[src/rtl/multicycle_ctrl.sv]
// Multi-cycle sequencer for the add/lw/sw datapath: fetch, decode, execute, memory and writeback
// over one shared memory port, with a retired-instruction counter and a memory-timeout halt.
module multicycle_ctrl #(
   parameter int unsigned MEM_TIMEOUT = 16,
   parameter int unsigned CNT_W       = 16
) (
   input  logic             clk,
   input  logic             rst_n,
   input  logic             run,
   input  logic [5:0]       opcode,
   input  logic             mem_ready,
   output logic             mem_req,
   output logic             mem_we,
   output logic             iord,
   output logic             pc_write,
   output logic             ir_write,
   output logic             RegDst,
   output logic             RegWrite,
   output logic             ALUSrc,
   output logic             MemToReg,
   output logic [3:0]       ALUcontrol,
   output logic [2:0]       state,
   output logic             illegal,
   output logic             fault,
   output logic [CNT_W-1:0] instr_count
);

   localparam int unsigned WAIT_W = (MEM_TIMEOUT > 1) ? $clog2(MEM_TIMEOUT) : 1;
   localparam logic [5:0]  OP_ADD  = 6'b000001;
   localparam logic [5:0]  OP_SW   = 6'b000010;
   localparam logic [5:0]  OP_LW   = 6'b000100;
   localparam logic [3:0]  ALU_ADD = 4'b0101;

   typedef enum logic [2:0] {
      FETCH  = 3'd0,
      DECODE = 3'd1,
      EXEC_R = 3'd2,
      WB_R   = 3'd3,
      ADDR   = 3'd4,
      MEM    = 3'd5,
      WB_M   = 3'd6,
      HALT   = 3'd7
   } state_e;

   state_e            state_q, state_d;
   logic [5:0]        op_q;
   logic [WAIT_W-1:0] wait_cnt_q;
   logic              fetch_pend_q;
   logic              mem_we_q, iord_q, reg_dst_q, reg_write_q, alu_src_q, mem_to_reg_q;
   logic [3:0]        alu_ctrl_q;
   logic              illegal_q, fault_q;
   logic [CNT_W-1:0]  instr_count_q;

   logic mem_req_c, mem_wait_c, timeout_c, legal_c, retire_c;

   // Reset gates the request so an access in flight is dropped as soon as rst_n falls.
   assign mem_req_c  = rst_n && (((state_q == FETCH) && (run || fetch_pend_q)) || (state_q == MEM));
   assign mem_wait_c = mem_req_c && !mem_ready;
   assign timeout_c  = (MEM_TIMEOUT != 0) && mem_wait_c &&
                       (wait_cnt_q == WAIT_W'(MEM_TIMEOUT - 1));
   assign legal_c    = (opcode == OP_ADD) || (opcode == OP_SW) || (opcode == OP_LW);
   assign retire_c   = (state_q == WB_R) || (state_q == WB_M) ||
                       ((state_q == MEM) && mem_ready && (op_q == OP_SW));

   always_comb begin
      state_d = state_q;
      unique case (state_q)
         FETCH: begin
            if (mem_req_c && mem_ready) state_d = DECODE;
            else if (timeout_c)         state_d = HALT;
         end
         DECODE: begin
            if (opcode == OP_ADD)                         state_d = EXEC_R;
            else if ((opcode == OP_SW) || (opcode == OP_LW)) state_d = ADDR;
            else                                          state_d = FETCH;
         end
         EXEC_R: state_d = WB_R;
         WB_R:   state_d = FETCH;
         ADDR:   state_d = MEM;
         MEM: begin
            if (mem_ready)      state_d = (op_q == OP_SW) ? FETCH : WB_M;
            else if (timeout_c) state_d = HALT;
         end
         WB_M:   state_d = FETCH;
         HALT:   state_d = HALT;
      endcase
   end

   // Datapath controls are decoded from the next state so they line up with the state register.
   always_ff @(posedge clk or negedge rst_n) begin
      if (!rst_n) begin
         state_q       <= FETCH;
         op_q          <= '0;
         wait_cnt_q    <= '0;
         fetch_pend_q  <= 1'b0;
         mem_we_q      <= 1'b0;
         iord_q        <= 1'b0;
         reg_dst_q     <= 1'b0;
         reg_write_q   <= 1'b0;
         alu_src_q     <= 1'b0;
         mem_to_reg_q  <= 1'b0;
         alu_ctrl_q    <= '0;
         illegal_q     <= 1'b0;
         fault_q       <= 1'b0;
         instr_count_q <= '0;
      end else begin
         state_q      <= state_d;
         if (state_q == DECODE) op_q <= opcode;
         wait_cnt_q   <= mem_wait_c ? wait_cnt_q + WAIT_W'(1) : '0;
         fetch_pend_q <= (state_d == FETCH) && mem_wait_c;
         mem_we_q     <= (state_d == MEM) && (op_q == OP_SW);
         iord_q       <= (state_d == MEM);
         reg_dst_q    <= (state_d == WB_R);
         reg_write_q  <= (state_d == WB_R) || (state_d == WB_M);
         alu_src_q    <= (state_d == ADDR) || (state_d == MEM);
         mem_to_reg_q <= (state_d == WB_M);
         alu_ctrl_q   <= ((state_d == EXEC_R) || (state_d == ADDR) || (state_d == MEM)) ?
                         ALU_ADD : 4'b0000;
         illegal_q    <= (state_q == DECODE) && !legal_c;
         fault_q      <= fault_q || (state_d == HALT);
         if (retire_c) instr_count_q <= instr_count_q + CNT_W'(1);
      end
   end

   assign mem_req     = mem_req_c;
   assign pc_write    = (state_q == FETCH) && mem_req_c && mem_ready;
   assign ir_write    = (state_q == FETCH) && mem_req_c && mem_ready;
   assign mem_we      = mem_we_q;
   assign iord        = iord_q;
   assign RegDst      = reg_dst_q;
   assign RegWrite    = reg_write_q;
   assign ALUSrc      = alu_src_q;
   assign MemToReg    = mem_to_reg_q;
   assign ALUcontrol  = alu_ctrl_q;
   assign state       = state_q;
   assign illegal     = illegal_q;
   assign fault       = fault_q;
   assign instr_count = instr_count_q;

endmodule

[config.mk]
export PLATFORM = sky130hd
export DESIGN_NAME = multicycle_ctrl
export DESIGN_NICKNAME = d
export VERILOG_FILES = /design/src/rtl/multicycle_ctrl.sv
export SDC_FILE = /design/constraint.sdc
export NUM_CORES = 1
export LEC_CHECK = 0
export ABC_AREA = 1
export CORE_UTILIZATION = 50
export DETAILED_ROUTE_END_ITERATION = 12
export HOLD_SLACK_MARGIN = 0.1
export PLACE_DENSITY = 0.88
export SETUP_SLACK_MARGIN = 0.4
export SYNTH_ARGS = -nofsm -noshare
export SYNTH_HDL_FRONTEND = slang
export SYNTH_SLANG_ARGS = --single-unit
[constraint.sdc]
create_clock -name clk -period 2 [get_ports clk]
set_input_delay 0.4 -clock clk [delete_from_list [all_inputs] [get_ports clk]]
set_output_delay 0.4 -clock clk [all_outputs]
set_load 0.01 [all_outputs]
# Word level (Yosys, flattened, before mapping)
# Cells that the tools add are included.
dict set report word_totals {
  reg_bits 41
  input_bits 10
  output_inout_bits 34
  wordCells 72
}
dict set report op_classes {
  addsub 2
  n_eq_ne 18
  n_mux 9
  n_reduce_logical 29
}
# op count
set op_table {}
lappend op_table {{equality test 3 bit, second input constant} 8}
lappend op_table {{two-way mux 3 bit} 7}
lappend op_table {{case mux 3 bit (7 select lines)} 1}
lappend op_table {{adder 16 x 1 -> 16 bit, second input constant} 1}
lappend op_table {{equality test 3 x 2 -> 1 bit, second input constant} 4}
lappend op_table {{equality test 6 x 2 -> 1 bit, second input constant} 2}
lappend op_table {{logical AND 1 bit} 12}
lappend op_table {{logical OR 1 bit} 12}
lappend op_table {{equality test 6 x 1 -> 1 bit, second input constant} 1}
lappend op_table {{equality test 6 x 3 -> 1 bit, second input constant} 1}
lappend op_table {{zero test 3 bit} 2}
lappend op_table {{adder 4 x 1 -> 4 bit, second input constant} 1}
lappend op_table {{equality test 4 bit, second input constant} 1}
lappend op_table {{two-way mux 4 bit} 1}
lappend op_table {{equality test 3 x 1 -> 1 bit, second input constant} 1}
lappend op_table {{zero test 1 bit} 2}
lappend op_table {{OR reduction 2 bit} 1}

# Depth between registers and ports, before layout
dict set report logic_depth {
  word_depth 13
  depth_mapped 11
}

# Worst setup path before layout
# Ideal clock, no wire load.
dict set report synth_path {
  path_type {register to register}
  startpoint {reg state_q[1], in the netlist state[1]}
  endpoint {reg instr_count_q[15], in the netlist instr_count[15]}
  setup_time_ns 0.125
  t_arrival_ns 1.467
  t_required_ns 1.875
  slack_ns 0.408
  path_stages_with_launch 7
  n_path_buf 1
  synth_period_minus_slack_ns 1.592
  path_cell_list {dfrtp_1 -> inv_1 -> or2_4 -> o21ai_1 -> o21bai_4 -> buf_6 -> mux2_2}
}
dict set report synth_between {
  elab_chain_len 4
}
# element line_no
set synth_rtl {}
lappend synth_rtl {{start: declaration} 45} ;# state_e state_q, state_d;
lappend synth_rtl {{start signal: assignment} 107} ;# state_q <= state_d;
lappend synth_rtl {{equality test 3 bit} 63} ;# ((state_q == MEM) && mem_ready && (op_q == OP_SW));
lappend synth_rtl {{logical AND 1 bit (2 in a row)} 63}
lappend synth_rtl {{logical OR 1 bit (*)} 62} ;# assign retire_c = (state_q == WB_R) || (state_q == WB_M) ||
lappend synth_rtl {{end signal: assignment} 121} ;# if (retire_c) instr_count_q <= instr_count_q + CNT_W'(1);
lappend synth_rtl {{end: declaration} 52} ;# logic [CNT_W-1:0] instr_count_q;
# Mark *: on every way between the ends. The rest lies on a longest branch, timed or not.
# A chain may end at the register's enable or synchronous reset.

# Final worst setup path
dict set report layout_path {
  startpoint {reg state_q[1], in the netlist state[1]}
  endpoint {out ir_write}
}
dict set report layout_between {
  elab_chain_len 6
}
# element line_no
set layout_rtl {}
lappend layout_rtl {{zero test 3 bit} {57, 127}}
lappend layout_rtl {{logical AND 1 bit} 57} ;# assign mem_req_c = rst_n && (((state_q == FETCH) && (run || fetch_pend_q)) || (state_q == MEM));
lappend layout_rtl {{logical OR 1 bit} 57}
lappend layout_rtl {{logical AND 1 bit} 57}
lappend layout_rtl {{logical AND 1 bit (*) (2 in a row)} 127} ;# assign ir_write = (state_q == FETCH) && mem_req_c && mem_ready;
lappend layout_rtl {{end: declaration} 16} ;# output logic ir_write,
# Marks and branches as above.

==> reports/qor.txt <==
Status: finished clean
Place WS: -0.2623 ns
Critical path type: reg -> out
Die Ht: 65.40 um
CP Launch Type: register
Distinct cells, synth: 29
Core area: 3744 um^2
Clock Pin Slew Worst Setup and Hold Paths: 0.08 ns
Clk_lat worst skew: 0.30 ns
Storage element area: 983.4 um^2
GR Overflow Total: 0
Synthesized area: 2009 um^2
Hold Fails Final Rpt: 0
Final Power: 3850 uW
CP max-delay cell: dfrtp_2
Worst Path Buf+Inv: 2
Final antenna-violating net count: 0
Die Footprint: 4277 um^2
FP Rows: 22
Max_cap viols: 0
Share of the yosys chip area belonging to registers: 0.4857
Final critical-path share of the clock period: 0.9068
Maximum fanout along the worst path: 3
Capturing point of the worst reg2reg path: RegWrite$_DFF_PN0_
Critical Path Start: state[1]$_DFF_PN0_
Hold/Removal Path Class: in -> async
Synthesized netlist cell count: 239
Vias in the first global route: 1845
Largest net degree at the start of global routing: 40
Worst R2R Setup Slack: 0.24 ns
Final core occ: 0.8011
Gr usage total: 0.2508
Cell Chain, Critical Path: nor2_4, nand3_2, nand2_2, nand4_1, inv_1, buf_2
DR vias: 1956
Share of cells above drive strength 1: 0.2945
Hold buffers post-CTS: 0
Setup violators final: 0
Reg2reg path depth: 12
PwrDens: 1284 nW/um^2
CTS tree: built
Fillers: 231
Final WS setup: 0.1864 ns
Crit-path max cell delay: 0.45 ns
Sink Count: 39
Gpl congestion: 0.8561
Post-route minimum period: 1.814 ns
Fmax: 551.4 MHz
DRC errors left: 0
Top delay family on crit path: flip-flops
Vias per inst: 5.230
CTS root buffer: clkbuf_8
First-pass GRT wire length: 7962 um
VDD IR-drop max: 0.001049 V
Starting DRT DRC Count: 163
Routed wire length: 5399 um
Crit path required time: 1.60 ns
Clock buffer depth: 2
Area of the multi-input gates: 953.4 um^2
Arr. time, crit path: 1.41 ns
Synth warn: 0
Layout Nets: 337
Mean Syn Cell Area: 8.408 um^2
IO Pins: 44
H-tree depth: 2
Critical Path Sink Type: output pin
Hpwl dp: 3260 um
Pleak: 0.001690 uW
Synth Register Bits: 39
CTS Buf Count: 5
Initial Util: 0.5368
FF-to-FF Start: state[0]$_DFF_PN0_
Initial antenna violation count: 0
Worst hold slack: 0.2744 ns
Drt first pass iters: 4
Area delta synth->final: 49.25%
Slew Limit Fails: 0
Die W: 65.40 um
Clock Skews: 0.01499 ns
PortBufs: 41
RSZ-0062 raised after global routing: true
Drt wl/cell: 14.44 um
Ant diodes: 0
## state kept, by name, indices dropped and copies added, names as in the netlist
signal        count
ALUSrc            1
MemToReg          1
fetch_pend_q      1
op_q              6
mem_we            1
ALUcontrol        1
instr_count      16
iord              1
RegDst            1
state             3
fault             1
illegal           1
wait_cnt_q        4
RegWrite          1
## per-stage QoR
stage / cell area (um^2) / cells / setup TNS (ns)
2_1_floorplan: 2013 / 240 / 0
3_3_place_gp: 2522 / 335 / -0.5532
3_5_place_dp: 2522 / 335 / -0.6615
4_1_cts: 2785 / 361 / 0
5_1_grt: 2999 / 374 / 0
6_report: 2999 / 374 / 0
## per-layer routing
layer	global-route usage	vias up	wire length (um)	part of all wire
met2	0.4536	85	2913	0.54
met5	0	-	0	0
met3	0.06597	15	321	0.059
met1	0.2763	930	2022	0.37
li1	-	926	-	-
met4	0.1005	0	142	0.026
## area by class of cell
cell class                      instances  area share
Clock buffer                            5     0.02295
Clock inverter                          3     0.01544
Inverter                               35     0.04380
Multi-Input combinational cell        160      0.3179
Sequential cell                        39      0.3279
Tap cell                               48     0.02003
Timing Repair Buffer                   84      0.2520
## placed cells by master (no fill, tap or decap), types with 4 or more instances in the layout
| cell | instances |
|---|---|
| inv_2 | 6 |
| nand2_1 | 49 |
| nand3_1 | 13 |
| o21ai_0 | 12 |
| dfrtp_2 | 6 |
| inv_1 | 29 |
| clkdlybuf4s50_1 | 12 |
| nand4_1 | 7 |
| dlygate4sd2_1 | 14 |
| buf_4 | 34 |
| nor2_2 | 6 |
| nor2_1 | 20 |
| xor2_1 | 13 |
| dlymetal6s2s_1 | 10 |
| dfrtp_1 | 33 |
| nand3_2 | 4 |
| buf_6 | 10 |
| nand2_2 | 4 |
| buf_2 | 4 |
| clkbuf_8 | 5 |
## power breakdown
part	internal (uW)	switching, uW	total (uW)	leakage, uW
Clock	376	291	666	0.0000548
Combinational	960	1020	1980	0.00114
Sequential	1040	165	1210	0.000497
Total	2380	1470	3850	0.00169
## kinds of logic after synthesis
family	synth area share
muxes	0.01121
AOI/OAI and AO/OA	0.05542
other	0.001866
xor gates and xnor gates	0.06974
buffers and inverters	0.08842
and+or+nand+nor	0.2752
adders and majority gates	0.01245
DFF	0.4857
## worst register-to-register path: stages, from the launching register on
cell     delay (ns)
dfrtp_2        0.46
nand3_2        0.11
nand2_2        0.06
buf_4          0.12
buf_4          0.12
buf_4          0.12
buf_4          0.13
nand4_1        0.06
nand2_1        0.08
nand2_2        0.10
nand3_4        0.12
nand3_2        0.12
nand2_1        0.05
## Yosys cell counts (all sizes together)
master / n / area [um^2]
nand3b: 1 / 7.510
inv: 35 / 131.4
nand4: 7 / 43.79
ha: 2 / 25.02
conb: 1 / 3.750
nor3: 4 / 20.02
and3: 2 / 12.51
or2: 1 / 8.760
xor2: 13 / 113.9
mux2: 2 / 22.52
nor4: 1 / 6.260
a21oi: 2 / 10.01
o21ai: 15 / 75.07
o21bai: 2 / 26.28
xnor2: 3 / 26.28
nand3: 20 / 122.6
nand2: 54 / 205.2
dfrtp: 39 / 975.9
nor2: 29 / 126.4
buf: 6 / 46.29
## worst max path at each step
stage                                       end  slack [ns]  cells past startpoint
floorplan           instr_count[15]$_DFFE_PN0P_        0.41                      6
global placement                       ir_write       -0.21                      8
detailed placement                     ir_write       -0.26                      8
CTS                                    ir_write        0.24                      6
global route                           ir_write        0.09                      6
finish                                 ir_write        0.19                      6
## repair_timing
item / CTS / global route
pin swaps: 7 / 17
gates resized for setup: 51 / 36
setup buffers: 18 / 13
setup endpoints to repair: 30 / 39
Power figures use the tool's default switching activity.
